### src/rtl/cp0_irq_timer_pkg.sv
// Shared CP0 definitions: register numbers, exception codes and
// SR/Cause bit positions used by the CP0 block and its timer.
package cp0_defs;

    localparam logic [4:0] REG_BADVADDR = 5'd8;
    localparam logic [4:0] REG_COUNT    = 5'd9;
    localparam logic [4:0] REG_COMPARE  = 5'd11;
    localparam logic [4:0] REG_SR       = 5'd12;
    localparam logic [4:0] REG_CAUSE    = 5'd13;
    localparam logic [4:0] REG_EPC      = 5'd14;
    localparam logic [4:0] REG_PRID     = 5'd15;

    typedef enum logic [4:0] {
        EXC_INT  = 5'd0,
        EXC_ADEL = 5'd4,
        EXC_ADES = 5'd5,
        EXC_SYS  = 5'd8,
        EXC_RI   = 5'd10,
        EXC_OV   = 5'd12
    } exc_code_e;

    localparam int SR_IE     = 0;
    localparam int SR_EXL    = 1;
    localparam int IM_LO     = 10;
    localparam int IM_HI     = 15;
    localparam int CAUSE_TI  = 30;
    localparam int CAUSE_BD  = 31;
    localparam int EXC_LO    = 2;
    localparam int EXC_HI    = 6;

    // Address-error exceptions are the only ones that capture BadVAddr.
    function automatic logic is_addr_exc(input logic [4:0] code);
        return (code == EXC_ADEL) || (code == EXC_ADES);
    endfunction

endpackage

### src/rtl/cp0_irq_timer_if.sv
// mfc0/mtc0 access port plus the M-stage exception/redirect signals.
// master = pipeline side, slave = CP0.
interface cp0_irq_timer_if;
    logic [4:0]  rd_addr;
    logic [31:0] rd_data;
    logic [4:0]  wr_addr;
    logic [31:0] wr_data;
    logic        we;
    logic [31:0] pc;
    logic        delay_slot;
    logic [4:0]  exc_code;
    logic [31:0] bad_vaddr;
    logic        eret;
    logic        int_req;
    logic [31:0] epc;

    modport master (
        output rd_addr, wr_addr, wr_data, we, pc, delay_slot,
               exc_code, bad_vaddr, eret,
        input  rd_data, int_req, epc
    );

    modport slave (
        input  rd_addr, wr_addr, wr_data, we, pc, delay_slot,
               exc_code, bad_vaddr, eret,
        output rd_data, int_req, epc
    );
endinterface

### src/rtl/cp0_irq_timer_count_timer.sv
// Count/Compare timer: a prescale divider advances Count, and TI is
// raised when an increment lands on Compare. Software loads of Count
// never raise TI; writing Compare acknowledges it.
module cp0_count_timer
    import cp0_defs::*;
#(
    parameter int COUNT_DIV = 2
) (
    input  logic        clk,
    input  logic        reset,
    input  logic        we,
    input  logic [4:0]  wr_addr,
    input  logic [31:0] wr_data,
    output logic [31:0] count,
    output logic [31:0] compare,
    output logic        ti
);

    localparam int DIV_W = (COUNT_DIV > 1) ? $clog2(COUNT_DIV) : 1;
    localparam logic [DIV_W-1:0] DIV_LAST = DIV_W'(COUNT_DIV - 1);

    logic [DIV_W-1:0] div;
    logic [31:0]      count_inc;
    logic             ld_count;
    logic             ld_compare;
    logic             div_wrap;

    assign ld_count   = we && (wr_addr == REG_COUNT);
    assign ld_compare = we && (wr_addr == REG_COMPARE);
    assign div_wrap   = (div == DIV_LAST);
    assign count_inc  = count + 32'd1;

    // Divider, Count, Compare and TI; a Count load beats the increment,
    // and a Compare write clears TI even if a match lands that cycle.
    always_ff @(posedge clk) begin
        if (reset) begin
            div     <= '0;
            count   <= '0;
            compare <= 32'hFFFF_FFFF;
            ti      <= 1'b0;
        end else begin
            if (ld_count) begin
                count <= wr_data;
                div   <= '0;
            end else if (div_wrap) begin
                count <= count_inc;
                div   <= '0;
            end else begin
                div <= div + 1'b1;
            end

            if (ld_compare)
                compare <= wr_data;

            if (ld_compare)
                ti <= 1'b0;
            else if (!ld_count && div_wrap && (count_inc == compare))
                ti <= 1'b1;
        end
    end

endmodule

### src/rtl/cp0_irq_timer.sv
// Coprocessor 0 with configurable level/edge hardware interrupt lines
// and a Count/Compare timer interrupt on IP[15]. int_req is combinational
// so the M stage can flush and redirect in the same cycle.
module cp0_irq_timer
    import cp0_defs::*;
#(
    parameter int          NUM_HWINT  = 5,
    parameter logic [4:0]  EDGE_MASK  = 5'b0,
    parameter int          COUNT_DIV  = 2,
    parameter logic [31:0] PRID_VALUE = 32'd19373573
) (
    input  logic                 clk,
    input  logic                 reset,
    cp0_irq_timer_if.slave       bus,
    input  logic [NUM_HWINT-1:0] hw_int,
    output logic                 timer_irq
);

    logic [NUM_HWINT-1:0] hw_q;
    logic [NUM_HWINT-1:0] ip_edge;
    logic [5:0]           ip;
    logic [5:0]           sr_im;
    logic                 sr_exl;
    logic                 sr_ie;
    logic                 cause_bd;
    logic [4:0]           cause_exc;
    logic [31:0]          epc_q;
    logic [31:0]          badv_q;
    logic [31:0]          count;
    logic [31:0]          compare;
    logic                 ti;
    logic                 intr;
    logic                 int_req;
    logic                 wr_sr;
    logic                 wr_cause;
    logic                 wr_epc;
    logic [31:0]          epc_entry;

    cp0_count_timer #(.COUNT_DIV(COUNT_DIV)) u_timer (
        .clk     (clk),
        .reset   (reset),
        .we      (bus.we),
        .wr_addr (bus.wr_addr),
        .wr_data (bus.wr_data),
        .count   (count),
        .compare (compare),
        .ti      (ti)
    );

    assign wr_sr    = bus.we && (bus.wr_addr == REG_SR);
    assign wr_cause = bus.we && (bus.wr_addr == REG_CAUSE);
    assign wr_epc   = bus.we && (bus.wr_addr == REG_EPC);

    // Pending lines: level lines follow the sample, edge lines the latch;
    // the timer shares the top bit with line 5.
    always_comb begin
        ip = '0;
        for (int i = 0; i < NUM_HWINT; i++)
            ip[i] = EDGE_MASK[i] ? ip_edge[i] : hw_q[i];
        ip[5] = ip[5] | ti;
    end

    assign intr      = (|(ip & sr_im)) && sr_ie && !sr_exl;
    assign int_req   = intr || (bus.exc_code != 5'd0);
    assign epc_entry = (bus.pc & 32'hFFFF_FFFC) - (bus.delay_slot ? 32'd4 : 32'd0);

    assign bus.int_req = int_req;
    assign bus.epc     = epc_q;
    assign timer_irq   = ti;

    // Line sampling and edge latches; a new rising edge beats a clear.
    always_ff @(posedge clk) begin
        if (reset) begin
            hw_q    <= '0;
            ip_edge <= '0;
        end else begin
            hw_q <= hw_int;
            for (int i = 0; i < NUM_HWINT; i++) begin
                if (!EDGE_MASK[i])
                    ip_edge[i] <= 1'b0;
                else if (hw_int[i] && !hw_q[i])
                    ip_edge[i] <= 1'b1;
                else if (wr_cause)
                    ip_edge[i] <= bus.wr_data[IM_LO + i];
            end
        end
    end

    // SR, Cause, EPC and BadVAddr; exception/interrupt entry overrides
    // software writes to EXL and EPC.
    always_ff @(posedge clk) begin
        if (reset) begin
            sr_im     <= '0;
            sr_exl    <= 1'b0;
            sr_ie     <= 1'b0;
            cause_bd  <= 1'b0;
            cause_exc <= '0;
            epc_q     <= '0;
            badv_q    <= '0;
        end else begin
            if (wr_sr) begin
                sr_im <= bus.wr_data[IM_HI:IM_LO];
                sr_ie <= bus.wr_data[SR_IE];
            end

            if (int_req)
                sr_exl <= 1'b1;
            else if (bus.eret)
                sr_exl <= 1'b0;
            else if (wr_sr)
                sr_exl <= bus.wr_data[SR_EXL];

            if (int_req) begin
                cause_bd  <= bus.delay_slot;
                epc_q     <= epc_entry;
                cause_exc <= intr ? EXC_INT : bus.exc_code;
                if (!intr && is_addr_exc(bus.exc_code))
                    badv_q <= bus.bad_vaddr;
            end else if (wr_epc) begin
                epc_q <= bus.wr_data & 32'hFFFF_FFFC;
            end
        end
    end

    // mfc0 read mux; unmapped register numbers read zero.
    always_comb begin
        bus.rd_data = '0;
        case (bus.rd_addr)
            REG_BADVADDR: bus.rd_data = badv_q;
            REG_COUNT:    bus.rd_data = count;
            REG_COMPARE:  bus.rd_data = compare;
            REG_SR:       bus.rd_data = {16'b0, sr_im, 8'b0, sr_exl, sr_ie};
            REG_CAUSE:    bus.rd_data = {cause_bd, ti, 14'b0, ip, 3'b0, cause_exc, 2'b0};
            REG_EPC:      bus.rd_data = epc_q;
            REG_PRID:     bus.rd_data = PRID_VALUE;
            default:      bus.rd_data = '0;
        endcase
    end

endmodule

### src/flat_wrapper.sv
// flat-port wrapper written by rule: the top's interface ports become plain ports
module cp0_irq_timer_flat import cp0_defs::*;
#(
    parameter int          NUM_HWINT  = 5,
    parameter logic [4:0]  EDGE_MASK  = 5'b0,
    parameter int          COUNT_DIV  = 2,
    parameter logic [31:0] PRID_VALUE = 32'd19373573
)
  (clk, reset, hw_int, timer_irq, bus_rd_addr, bus_wr_addr, bus_wr_data, bus_we, bus_pc, bus_delay_slot, bus_exc_code, bus_bad_vaddr, bus_eret, bus_rd_data, bus_int_req, bus_epc);
  cp0_irq_timer_if bus_i ();
  input  logic clk;
  input  logic reset;
  input  logic [NUM_HWINT-1:0] hw_int;
  output logic timer_irq;
  input wire logic [$bits(bus_i.rd_addr)-1:0] bus_rd_addr;
  input wire logic [$bits(bus_i.wr_addr)-1:0] bus_wr_addr;
  input wire logic [$bits(bus_i.wr_data)-1:0] bus_wr_data;
  input wire logic [$bits(bus_i.we)-1:0] bus_we;
  input wire logic [$bits(bus_i.pc)-1:0] bus_pc;
  input wire logic [$bits(bus_i.delay_slot)-1:0] bus_delay_slot;
  input wire logic [$bits(bus_i.exc_code)-1:0] bus_exc_code;
  input wire logic [$bits(bus_i.bad_vaddr)-1:0] bus_bad_vaddr;
  input wire logic [$bits(bus_i.eret)-1:0] bus_eret;
  output wire logic [$bits(bus_i.rd_data)-1:0] bus_rd_data;
  output wire logic [$bits(bus_i.int_req)-1:0] bus_int_req;
  output wire logic [$bits(bus_i.epc)-1:0] bus_epc;
  assign bus_i.rd_addr = bus_rd_addr;
  assign bus_i.wr_addr = bus_wr_addr;
  assign bus_i.wr_data = bus_wr_data;
  assign bus_i.we = bus_we;
  assign bus_i.pc = bus_pc;
  assign bus_i.delay_slot = bus_delay_slot;
  assign bus_i.exc_code = bus_exc_code;
  assign bus_i.bad_vaddr = bus_bad_vaddr;
  assign bus_i.eret = bus_eret;
  assign bus_rd_data = bus_i.rd_data;
  assign bus_int_req = bus_i.int_req;
  assign bus_epc = bus_i.epc;
  cp0_irq_timer #(.NUM_HWINT(NUM_HWINT), .EDGE_MASK(EDGE_MASK), .COUNT_DIV(COUNT_DIV), .PRID_VALUE(PRID_VALUE)) u_core (.clk(clk), .reset(reset), .bus(bus_i), .hw_int(hw_int), .timer_irq(timer_irq));
endmodule
### config.mk
export PLATFORM = sky130hd
export DESIGN_NAME = cp0_irq_timer_flat
export DESIGN_NICKNAME = d
export VERILOG_FILES = /design/src/rtl/cp0_irq_timer_pkg.sv /design/src/rtl/cp0_irq_timer_if.sv /design/src/rtl/cp0_irq_timer_count_timer.sv /design/src/rtl/cp0_irq_timer.sv /design/src/flat_wrapper.sv
export SDC_FILE = /design/constraint.sdc
export NUM_CORES = 1
export LEC_CHECK = 0
export CAP_MARGIN = 20
export CORE_MARGIN = 2
export CORE_UTILIZATION = 47
export DETAILED_ROUTE_END_ITERATION = 8
export PLACE_DENSITY = 0.76
export REMOVE_ABC_BUFFERS = 1
export SETUP_SLACK_MARGIN = 0.15
export SKIP_LAST_GASP = 1
export SLEW_MARGIN = 5
export SYNTH_ARGS = -nofsm -noshare
export SYNTH_HDL_FRONTEND = slang
export SYNTH_HIERARCHICAL = 1
export SYNTH_SLANG_ARGS = --single-unit
### constraint.sdc
create_clock -name clk -period 2.6 [get_ports clk]
set_input_delay 0.26 -clock clk [delete_from_list [all_inputs] [get_ports clk]]
set_output_delay 0.26 -clock clk [all_outputs]
set_load 0.05 [all_outputs]
# Word level (Yosys, flattened, before mapping)
# Index checks and enable logic that the tools add are counted.
[word_totals]
register_bits = 149
inputBits = 121
out_inout_bits = 66
elab_cells = 62
[classes]
addsub = 3
n_eq_ne = 14
muxes = 10
bitwise_logic = 1
n_reduce_logical = 22
[ops]
columns = ["operator", "n"]
rows = [
  ["32-bit case mux with 7 select lines", 1],
  ["32-bit two-way mux", 4],
  ["5-bit by 4-bit equality test with 1-bit output (second input constant)", 11],
  ["32-bit by 1-bit adder with 32-bit output (second input constant)", 1],
  ["32-bit equality test", 1],
  ["32-bit subtractor", 1],
  ["5-bit by 3-bit equality test with 1-bit output (second input constant)", 2],
  ["1-bit logical AND", 9],
  ["6-bit bitwise AND", 1],
  ["6-bit OR reduction", 1],
  ["5-bit two-way mux", 1],
  ["5-bit nonzero test", 1],
  ["2-bit nonzero test", 2],
  ["1-bit zero test", 3],
  ["1-bit two-way mux", 3],
  ["3-bit two-way mux", 1],
  ["3-bit nonzero test", 1],
  ["3-bit OR reduction", 1],
  ["1-bit logical OR", 2],
  ["2-bit AND reduction", 1],
  ["2-bit OR reduction", 1],
  ["1-bit adder (second input constant)", 1],
]

# Longest topological paths before layout
# Gate-level depths: netlist of run 1.
[logic_depth]
word_depth = 7
mapped_depth = 9
depth_no_buf = 8

# By module
# Netlist of run 1, hierarchy kept.
[modules_own_cells]
columns = ["mod", "n_inst", "cells_per_inst", "area_per_inst_um2", "seq_area_each_um2"]
rows = [
  ["cp0_irq_timer", 1, 613, 4911.0, 1621.6],
  ["cp0_count_timer", 1, 449, 3883.7, 1321.3],
]

# Least setup slack after synthesis of run 1
# No wires, ideal clock.
[synth_path]
path_type = "register to register"
startpoint = "register u_core.u_timer.ti"
endpoint = "register u_core.epc_q[25] (netlist: u_core/bus.epc[25])"
setup_ns = 0.165
t_arrival_ns = 2.415
required_ns = 2.435
path_slack_ns = 0.020
stages_incl_launch_ff = 8
n_path_buf = 2
period_less_slack_ns = 2.580
path_cell_list = "dfxtp_1 > a22oi_1 > a311oi_1 > clkbuf_1 > nor2_1 > inv_1 > clkbuf_1 > a31oi_1"
[synth_between]
elab_chain_len = 6
elab_cells_between_ends = 7
cone_classes = "mux (1); bitwise (1); reduce/logical (5)"
[synth_lines]
columns = ["element", "line", "rtl"]
rows = [
  ["start, declared", "cp0_irq_timer_count_timer.sv:16", "output logic ti"],
  ["start signal, assigned", "cp0_irq_timer_count_timer.sv:40", "ti <= 1'b0;"],
  ["start signal, assigned", "cp0_irq_timer_count_timer.sv:56", "ti <= 1'b0;"],
  ["start signal, assigned", "cp0_irq_timer_count_timer.sv:58", "ti <= 1'b1;"],
  ["6-bit bitwise AND *", "cp0_irq_timer.sv:63", "assign intr = (|(ip & sr_im)) && sr_ie && !sr_exl;"],
  ["6-bit OR reduction *", "cp0_irq_timer.sv:63", ""],
  ["1-bit logical AND * (2 in series)", "cp0_irq_timer.sv:63", ""],
  ["1-bit logical OR *", "cp0_irq_timer.sv:64", "assign int_req = intr || (bus.exc_code != 5'd0);"],
  ["named net bus_int_req", "flat_wrapper.sv:25", "output wire logic [$bits(bus_i.int_req)-1:0] bus_int_req;"],
  ["32-bit two-way mux or 2-bit nonzero test (tied branches)", "n/a", ""],
  ["end signal, assigned", "cp0_irq_timer.sv:115", "epc_q <= epc_entry;"],
  ["end signal, assigned", "cp0_irq_timer.sv:120", "epc_q <= bus.wr_data & 32'hFFFF_FFFC;"],
  ["end, declared", "cp0_irq_timer.sv:27", "logic [31:0] epc_q;"],
]
# Mark *: on every way through the listed nets, which the timed path passes. The rest lies on a longest branch.
# A chain may end at the register's enable or synchronous reset.

# Worst setup path after layout of run 1
[layout_path]
startpoint = "register u_core.u_timer.count[11]"
endpoint = "register u_core.u_timer.ti"
[layout_between]
elab_chain_len = 3
[layout_lines]
columns = ["element", "line", "rtl"]
rows = [
  ["start, declared", "cp0_irq_timer_count_timer.sv:14", "output logic [31:0] count,"],
  ["start signal, assigned", "cp0_irq_timer_count_timer.sv:43", "count <= wr_data;"],
  ["start signal, assigned", "cp0_irq_timer_count_timer.sv:46", "count <= count_inc;"],
  ["32-bit by 1-bit adder with 32-bit output", "cp0_irq_timer_count_timer.sv:31", "assign count_inc = count + 32'd1;"],
  ["32-bit equality test", "cp0_irq_timer_count_timer.sv:57", "else if (!ld_count && div_wrap && (count_inc == compare))"],
  ["1-bit logical AND", "cp0_irq_timer_count_timer.sv:57", ""],
]
# No other way between the ends.

==> reports/qor.yml, run 1 <==
run_status:
  outcome: "complete, no violations"
min_path:
  hold_class: "input port to flop"
sta:
  slew_headroom_pct: 57.08
  max_freq_mhz: 406.7
  whs_ns: 0.3074
  tightestPinTransition_ns: 0.6420
  slew_violations: 0
  postLayoutSetupSlackWorst_ns: 0.1411
  rsz0062_at_grt: "yes"
  clock_skew_ns: 0.008593
  setup_violations: 0
  hold_violations: 0
  period_minus_slack_ns: 2.459
  fin_crit_sh_pct: 94.57
  setup_tns_ns: 0
route:
  drc_errors: 0
  routed_via_density: 6.318
  wl_mm: 32.27
  antenna_left: 0
  drt_iter0_drc: 945
  wl_per_cell_um: 21.60
  num_vias: 9439
  first_pass_iters: 7
synthesis:
  synth_top_cells_by_area: "dfxtp_1, a22oi_1, xor2_1"
  synthDistinctLibCells: 69
  synth_area_per_cell_um2: 8.281
  syn_inst: 1062
  synth_top_cell_by_area: "dfxtp_1"
  syn-cell-area_um2: 8795
  ys_seq_elements: 147
  synth_edf_count: 0
  yosys_warnings: 6
  yosys_most_used_dff: "dfxtp_1"
  synth_top_area_share_pct: 33.46
  synth-seq-area-share_pct: 33.46
  async_reset_ff_share_pct: 0
clock_network:
  cts_root_buf: "clkbuf_16"
  cts_hold_buf: 0
  cts_buffers: 17
  clock_sink_count: 147
  cts_buffer_depth: 2
  clkLatencyLatePin_ns: 0.43
  cts_resized: 0
  htree_levels: 4
  post_cts_buffers: 0
  clk_pin_slew_worst_paths_ns: 0.06
  cts_tree: "done"
flow_run:
  drv_cap: 0
floorplanning:
  top_level_ports: 187
  die_w_um: 140.8
  initial_core_util_pct: 47.49
  die-area_um2: 19820
  rows: 50
  die_h_um: 140.8
  core_area_um2: 18520
power_and_ir_drop:
  vdd_drop_max_mv: 0.3646
  p_leak_nw: 4.275
  power.density_nw_per_um2: 482.5
  power_mw: 5.873
placement:
  place_ws_ns: -0.07173
  dp_hpwl_mm: 24.26
  place_area_um2: 11520
  place.gp.congestion: 0.9434
  io_buffers: 182
global_routing:
  grt_usage_pct: 31.69
  grt_max_degree: 52
  overflow: 0
  grt_pass1_vias: 8896
  grt_pass1_wl_mm: 49.44
  antenna_found_initial: 0
critical_path:
  crit_required_ns: 2.96
  cp_max_fo: 7
  r2r_slack_ns: 0.14
  startpoint_type: "flop"
  criticalPathCategory: "flop to flop"
  end_kind: "flop"
  arrival_ns: 2.82
layout:
  final_area_um2: 12170
  layout.nets: 1371
  diodes: 0
  layout_common_cells: "clkdlybuf4s50_1, dfxtp_1, buf_4"
  syn_to_final_growth_pct: 38.40
  drive_gt1_share_pct: 14.05
  layout_commonest_cell: "clkdlybuf4s50_1"
## final timing paths
path,cells past startpoint,startpoint,end
hold reg to reg,2,u_core/badv_q[25]$_SDFFE_PP0P_,u_core/badv_q[25]$_SDFFE_PP0P_
hold / removal,2,reset,u_core/hw_q[1]$_SDFF_PP0_
setup reg to reg,7,u_core/u_timer/count[11]$_SDFFE_PP0P_,u_core/u_timer/ti$_SDFFE_PP0P_
setup / recovery,7,u_core/u_timer/count[11]$_SDFFE_PP0P_,u_core/u_timer/ti$_SDFFE_PP0P_
## metal layers
layer	vias up	global-route usage, %	wire length [µm]
met4	0	9.789	694
met1	4522	43.35	14090
met2	455	50.42	14780
li1	4408	-	-
met5	-	0	0
met3	54	6.590	2710
## cell families (layout without fill, tap and decap cells)
| kind of cell | after synthesis | after routing | synth area share, % |
|---|---|---|---|
| AO/OA/AOI/OAI | 331 | 331 | 26.86 |
| XOR/XNOR | 89 | 89 | 8.863 |
| adder cells (fa/ha/maj) | 3 | 3 | 0.4268 |
| buffers and inverters | 106 | 303 | 5.349 |
| flip-flops | 147 | 147 | 33.46 |
| multiplexers | 18 | 18 | 2.063 |
| other | 1 | 2 | 0.04264 |
| AND/OR/NAND/NOR | 367 | 367 | 22.93 |
## critical path, stage by stage, from the launching register on
cell	delay, ns
dfxtp_1	0.48
nand2_1	0.17
or4_4	0.57
o41a_1	0.45
or3_1	0.30
a31oi_1	0.18
a41oi_1	0.08
o21ai_1	0.16
## Yosys cell counts, drive strengths merged, types with 5 or more instances
| cell | number |
|---|---|
| o31ai | 23 |
| and3 | 12 |
| a211oi | 49 |
| mux2i | 17 |
| nor2b | 40 |
| nor2 | 64 |
| a21oi | 50 |
| a41o | 16 |
| a22oi | 55 |
| nand3 | 64 |
| or4 | 12 |
| a21boi | 5 |
| and2 | 7 |
| buf | 12 |
| o21ai | 46 |
| a31oi | 17 |
| dfxtp | 147 |
| xor2 | 47 |
| xnor2 | 42 |
| a222oi | 8 |
| nand4 | 42 |
| clkbuf | 84 |
| nand2 | 54 |
| inv | 9 |
| a211o | 34 |
| nor3 | 16 |
| nor4 | 16 |
| or3 | 13 |
| o31a | 6 |
## cell type report
| type | count | area, µm² |
|---|---|---|
| fillers | 1565 | 6346 |
| inverters | 10 | 37.54 |
| multi-input cells | 810 | 5472 |
| flip-flops and latches | 147 | 2948 |
| well taps | 234 | 292.8 |
| repair buffers | 261 | 2826 |
| clock inverters | 10 | 131.4 |
| clock buffers | 22 | 464.2 |
## metrics by stage
step	instances	util, %
5_1_grt	1494	65.73
3_5_place_dp	1462	62.23
3_3_place_gp	1462	62.23
6_report	1494	65.73
2_1_floorplan	967	-
4_1_cts	1494	65.45
## state kept, by name, summed over array words and instances, names as in the netlist
| signal | flops |
|---|---|
| u_core/badv_q | 32 |
| u_core/bus.epc | 30 |
| u_core/cause_bd | 1 |
| u_core/cause_exc | 5 |
| u_core/hw_q | 5 |
| u_core/sr_exl | 1 |
| u_core/sr_ie | 1 |
| u_core/sr_im | 6 |
| u_core/u_timer/compare | 32 |
| u_core/u_timer/count | 32 |
| u_core/u_timer/div | 1 |
| u_core/u_timer/ti | 1 |
## where the power goes
part / internal [mW] / switching [mW]
clock network: 1.55 / 0.971
logic: 0.425 / 0.516
registers: 2.32 / 0.0840
Note: power is estimated with default switching activity, not from simulation.
==> run 2: changes to the inputs <==
--- a/config.mk
+++ b/config.mk
@@ -11,7 +11,7 @@
 export DETAILED_ROUTE_END_ITERATION = 8
 export PLACE_DENSITY = 0.76
 export REMOVE_ABC_BUFFERS = 1
-export SETUP_SLACK_MARGIN = 0.15
+export SETUP_SLACK_MARGIN = 0.1
 export SKIP_LAST_GASP = 1
 export SLEW_MARGIN = 5
 export SYNTH_ARGS = -nofsm -noshare
==> run 2 against run 1 <==
Sequential power hardly changed. Utilization up 0.14 points. Sequential share of layout area is 0.070 points lower. Clock power barely moved. First-iteration DRC count is 12% higher. Register-to-register slack hardly changed. Setup slack better by 0.0038 ns. Power grew 0.13%. Wire length up 1.2%.
==> reports/qor.yml, run 2 (synthesis gave the netlist of run 1 again) <==
clock_network:
  cts_buffers: 17
  clk_pin_slew_worst_paths_ns: 0.06
  clkLatencyLatePin_ns: 0.43
  htree_levels: 4
  cts_root_buf: "clkbuf_16"
  cts_hold_buf: 0
  cts_buffer_depth: 2
  cts_tree: "done"
  clock_sink_count: 147
power_and_ir_drop:
  p_leak_nw: 4.279
  vdd_drop_max_mv: 0.3610
  power_mw: 5.880
  power.density_nw_per_um2: 482.1
sta:
  max_freq_mhz: 407.3
  slew_violations: 0
  hold_violations: 0
  clock_skew_ns: 0.007066
  setup_violations: 0
  period_minus_slack_ns: 2.455
  tightestPinTransition_ns: 0.6318
  setup_tns_ns: 0
  fin_crit_sh_pct: 94.43
  rsz0062_at_grt: "yes"
  whs_ns: 0.3120
  slew_headroom_pct: 57.76
critical_path:
  r2r-end: "u_core/u_timer/count[31]$_SDFFE_PP0P_"
  crit_path_cell_trace: "nand4_1, buf_4, nor4_1, buf_4, and3_1, nand3_1, nor2b_1, xnor2_1, a211oi_1"
  r2r_slack_ns: 0.14
  r2r_cells: 9
  rr_startpoint: "u_core/u_timer/count[3]$_SDFFE_PP0P_"
  critical-path-max-stage-delay_ns: 0.48
  critPathBufInv: 2
  cp_max_fo: 7
  crit_start: "u_core/u_timer/count[3]$_SDFFE_PP0P_"
  criticalPathCategory: "flop to flop"
  endpoint: "u_core/u_timer/count[31]$_SDFFE_PP0P_"
  path_delay_family: "simple AND/OR/NAND/NOR gates"
  path_common_cell: "buf_4"
  crit_required_ns: 2.93
  crit_cells: 9
  slowest_stage: "dfxtp_1"
  startpoint_type: "flop"
  end_kind: "flop"
  arrival_ns: 2.78
run_status:
  outcome: "complete, no violations"
global_routing:
  grt_pass1_wl_mm: 49.44
  grt_usage_pct: 31.69
  use_met3_pct: 6.590
  use_met2_pct: 50.42
  use_met1_pct: 43.35
  overflow: 0
  busiest_layer: "met2"
  grt_pass1_vias: 8896
  grt_max_degree: 52
  antenna_found_initial: 0
placement:
  place_area_um2: 11520
  dp_hpwl_mm: 24.26
  io_buffers: 182
  place.gp.congestion: 0.9434
layout:
  layout.nets: 1373
  final_util_pct: 65.86
  diodes: 0
  syn_to_final_growth_pct: 38.68
  layout_commonest_cell: "clkdlybuf4s50_1"
  fillers: 1564
  drive_gt1_share_pct: 14.03
  final_area_um2: 12200
  layout_common_cells: "clkdlybuf4s50_1, dfxtp_1, buf_4"
  top_regs: "u_core/badv_q x32, u_core/u_timer/compare x32, u_core/u_timer/count x32"
route:
  drt_iter0_drc: 1059
  antenna_left: 0
  wl_mm: 32.66
  routed_via_density: 6.348
  num_vias: 9496
  wl_per_cell_um: 21.83
  first_pass_iters: 8
  drc_errors: 0
floorplanning:
  initial_core_util_pct: 47.49
  core_area_um2: 18520
  die-area_um2: 19820
  die_h_um: 140.8
  rows: 50
  top_level_ports: 187
  die_w_um: 140.8
flow_run:
  drv_cap: 0
min_path:
  hold_class: "input port to flop"
[run 2: how the worst min path moves through the flow]
stage / startpoint / to / slack, ns / cells after the start
after floorplan: reset / u_core/badv_q[0]$_SDFFE_PP0P_ / 0.33 / 1
after global placement: u_core/badv_q[4]$_SDFFE_PP0P_ / u_core/badv_q[4]$_SDFFE_PP0P_ / 0.46 / 2
after detailed placement: u_core/badv_q[11]$_SDFFE_PP0P_ / u_core/badv_q[11]$_SDFFE_PP0P_ / 0.47 / 2
after CTS: reset / u_core/hw_q[1]$_SDFF_PP0_ / 0.30 / 2
after global routing: reset / u_core/hw_q[1]$_SDFF_PP0_ / 0.32 / 2
final: reset / u_core/hw_q[1]$_SDFF_PP0_ / 0.31 / 2
[run 2: cell type report]
type	count	area, µm²	share of cell area, %
Clock buffer	22	464.2	3.806
Clock inverter	10	131.4	1.077
Inverter	10	37.54	0.3078
Multi-Input combinational cell	810	5460	44.77
Sequential cell	147	2945	24.15
Tap cell	234	292.8	2.400
Timing Repair Buffer	263	2865	23.49
[run 2: what timing repair did]
item	CTS	global route
endpoints found under the hold margin	0	0
setup buffers	0	1
gates resized for setup	0	9
endpoints found under the setup margin	0	13
[run 2: metal layers]
layer  wire (µm)  part of all wire [%]  up-vias
met5           0                     0        -
met4         625                   1.9        0
met3        2739                   8.4       44
met2       15080                    46      451
met1       14210                    44     4597
li1            -                     -     4404
[run 2: where the power goes]
| group | internal (mW) | total, mW | leakage [nW] | switching, mW |
|---|---|---|---|---|
| combinational | 0.427 | 0.945 | 2.78 | 0.518 |
| sequential | 2.32 | 2.41 | 1.20 | 0.0844 |
| clock | 1.55 | 2.53 | 0.294 | 0.975 |
[run 2: through the flow]
stage | std cells | setup slack (ns)
4_1_cts | 1494 | 0.1550
3_3_place_gp | 1462 | -0.06891
2_1_floorplan | 967 | -1.723
3_5_place_dp | 1462 | -0.07173
5_1_grt | 1496 | 0.02582
6_report | 1496 | 0.1449
[run 2: worst register-to-register path: stages, from the launching register on]
cell and delay, ns:
dfxtp_1 0.48, nand4_1 0.21, buf_4 0.20, nor4_1 0.34, buf_4 0.21, and3_1 0.22
nand3_1 0.16, nor2b_1 0.20, xnor2_1 0.08, a211oi_1 0.26
==> run 3: changes to the inputs <==
--- a/config.mk
+++ b/config.mk
@@ -6,14 +6,15 @@
 export NUM_CORES = 1
 export LEC_CHECK = 0
 export CAP_MARGIN = 20
+export CORE_ASPECT_RATIO = 1.2
 export CORE_MARGIN = 2
-export CORE_UTILIZATION = 47
+export CORE_UTILIZATION = 52
 export DETAILED_ROUTE_END_ITERATION = 8
-export PLACE_DENSITY = 0.76
+export PLACE_DENSITY = 0.79
 export REMOVE_ABC_BUFFERS = 1
 export SETUP_SLACK_MARGIN = 0.1
 export SKIP_LAST_GASP = 1
-export SLEW_MARGIN = 5
+export SLEW_MARGIN = 20
 export SYNTH_ARGS = -nofsm -noshare
 export SYNTH_HDL_FRONTEND = slang
 export SYNTH_HIERARCHICAL = 1
==> constraint.sdc (replaced) <==
create_clock -name clk -period 2.7 [get_ports clk]
set_input_delay 0.27 -clock clk [delete_from_list [all_inputs] [get_ports clk]]
set_output_delay 0.27 -clock clk [all_outputs]
set_load 0.05 [all_outputs]
==> run 3 against run 2 <==
Maximum frequency is 4.3% lower. Utilization is 6.4 points higher. Via count is 0.32% lower. Setup slack worse by 0.0092 ns. Hold slack worse by 0.022 ns. Critical path type unchanged. Largest power group unchanged.
==> reports/qor.yml, run 3 (synthesis gave the netlist of run 1 again) <==
route:
  drt_iter0_drc: 1046
  wl_per_cell_um: 22.22
  routed_via_density: 6.444
  wl_mm: 32.64
  antenna_left: 0
  num_vias: 9466
  first_pass_iters: 8
  drc_errors: 0
power_and_ir_drop:
  p_leak_nw: 4.231
  power.density_nw_per_um2: 490.2
  vdd_drop_max_mv: 0.4570
placement:
  place_ws_ns: -0.1872
  place.gp.congestion: 0.9414
  io_buffers: 182
  place_area_um2: 11400
  dp_hpwl_mm: 23.99
global_routing:
  use_met3_pct: 7.617
  overflow: 0
  grt_max_degree: 66
  busiest_layer: "met2"
  use_met1_pct: 46.77
  grt_pass1_vias: 8889
  use_met2_pct: 57.32
  antenna_found_initial: 1
  grt_pass1_wl_mm: 49.06
  grt_usage_pct: 35.59
sta:
  period_minus_slack_ns: 2.564
  clock_skew_ns: 0.01113
  setup_tns_ns: 0
  max_freq_mhz: 390.0
  rsz0062_at_grt: "yes"
  postLayoutSetupSlackWorst_ns: 0.1356
  fin_crit_sh_pct: 94.98
  slew_violations: 0
  tightestPinTransition_ns: 0.6286
  setup_violations: 0
  hold_violations: 0
  slew_headroom_pct: 57.65
layout:
  diodes: 0
  layout.nets: 1364
  final_util_pct: 72.22
  syn_to_final_growth_pct: 37.32
  top_regs: "u_core/badv_q x32, u_core/u_timer/compare x32, u_core/u_timer/count x32"
  fillers: 1366
  drive_gt1_share_pct: 13.17
  final_area_um2: 12080
  ff_latch_area_um2: 2943
  layout_common_cells: "clkdlybuf4s50_1, dfxtp_1, buf_4"
  multi_input_area_um2: 5444
run_status:
  outcome: "complete, no violations"
floorplanning:
  rows: 52
  die-area_um2: 17970
  top_level_ports: 187
  die_h_um: 146.5
  initial_core_util_pct: 52.60
  die_w_um: 122.7
  core_area_um2: 16720
clock_network:
  cts_tree: "done"
  clkLatencyLatePin_ns: 0.43
  post_cts_buffers: 0
  cts_buffers: 17
  clock_sink_count: 147
  cts_buffer_depth: 2
  clk_pin_slew_worst_paths_ns: 0.07
  cts_root_buf: "clkbuf_16"
  htree_levels: 4
critical_path:
  crit_required_ns: 3.06
  criticalPathCategory: "flop to flop"
  startpoint_type: "flop"
  end_kind: "flop"
  arrival_ns: 2.92
  cp_max_fo: 9
flow_run:
  drv_cap: 0
min_path:
  hold_class: "input port to flop"
[run 3: cell types whose count changed in the layout (fill, tap and decap cells not counted), sizes merged]
cell,delta
clkinv,-3
clkbuf,-3
buf,-8
bufinv,+3
inv,+2
[run 3: cell type report]
| type | instances | share of cell area [%] |
|---|---|---|
| multi-input cells | 810 | 45.08 |
| flip-flops and latches | 147 | 24.37 |
| repair buffers | 254 | 22.50 |
| clock buffers | 20 | 3.616 |
| well taps | 216 | 2.238 |
| clock inverters | 12 | 1.886 |
| inverters | 10 | 0.3108 |
[run 3: worst paths after layout]
path	from	end	slack, ns	cells past startpoint
worst min register to register	u_core/u_timer/div$_SDFF_PP0_	u_core/u_timer/div$_SDFF_PP0_	0.45	1
worst max register to register	u_core/u_timer/count[2]$_SDFFE_PP0P_	u_core/u_timer/ti$_SDFFE_PP0P_	0.14	7
worst min-delay path	reset	u_core/badv_q[23]$_SDFFE_PP0P_	0.29	2
worst max-delay path	u_core/u_timer/count[2]$_SDFFE_PP0P_	u_core/u_timer/ti$_SDFFE_PP0P_	0.14	7
[run 3: metal layers]
layer	wire length (µm)	vias up
li1	-	4395
met1	13790	4554
met2	15490	455
met3	2538	60
met4	811	2
met5	10	-
[run 3: timing repair]
item                                   in CTS  in global routing
resized for setup                           0                  3
setup endpoints to repair                   0                 18
hold buffers                                0                  0
endpoints found under the hold margin       0                  0
[run 3: report_power, final]
group,internal (mW),switching (mW)
Sequential,2.24,0.0707
Clock,1.74,0.969
Combinational,0.402,0.502
[run 3: per-stage QoR]
| stage | power, mW | instances | hold WS [ns] |
|---|---|---|---|
| final | 5.920 | 1469 | 0.2899 |
| after global routing | 6.081 | 1469 | 0.2981 |
| after CTS | 5.922 | 1469 | 0.2870 |
| after detailed placement | 3.238 | 1437 | 0.4404 |
| after global placement | 3.231 | 1437 | 0.4334 |
| after floorplan | 2.705 | 967 | 0.3391 |
[run 3: critical path: stages, from the launching register on]
cell     delay (ns)
dfxtp_1        0.53
nand4_1        0.23
or4_4          0.52
o41a_1         0.45
or3_1          0.31
a31oi_1        0.18
a41oi_1        0.08
o21ai_1        0.18
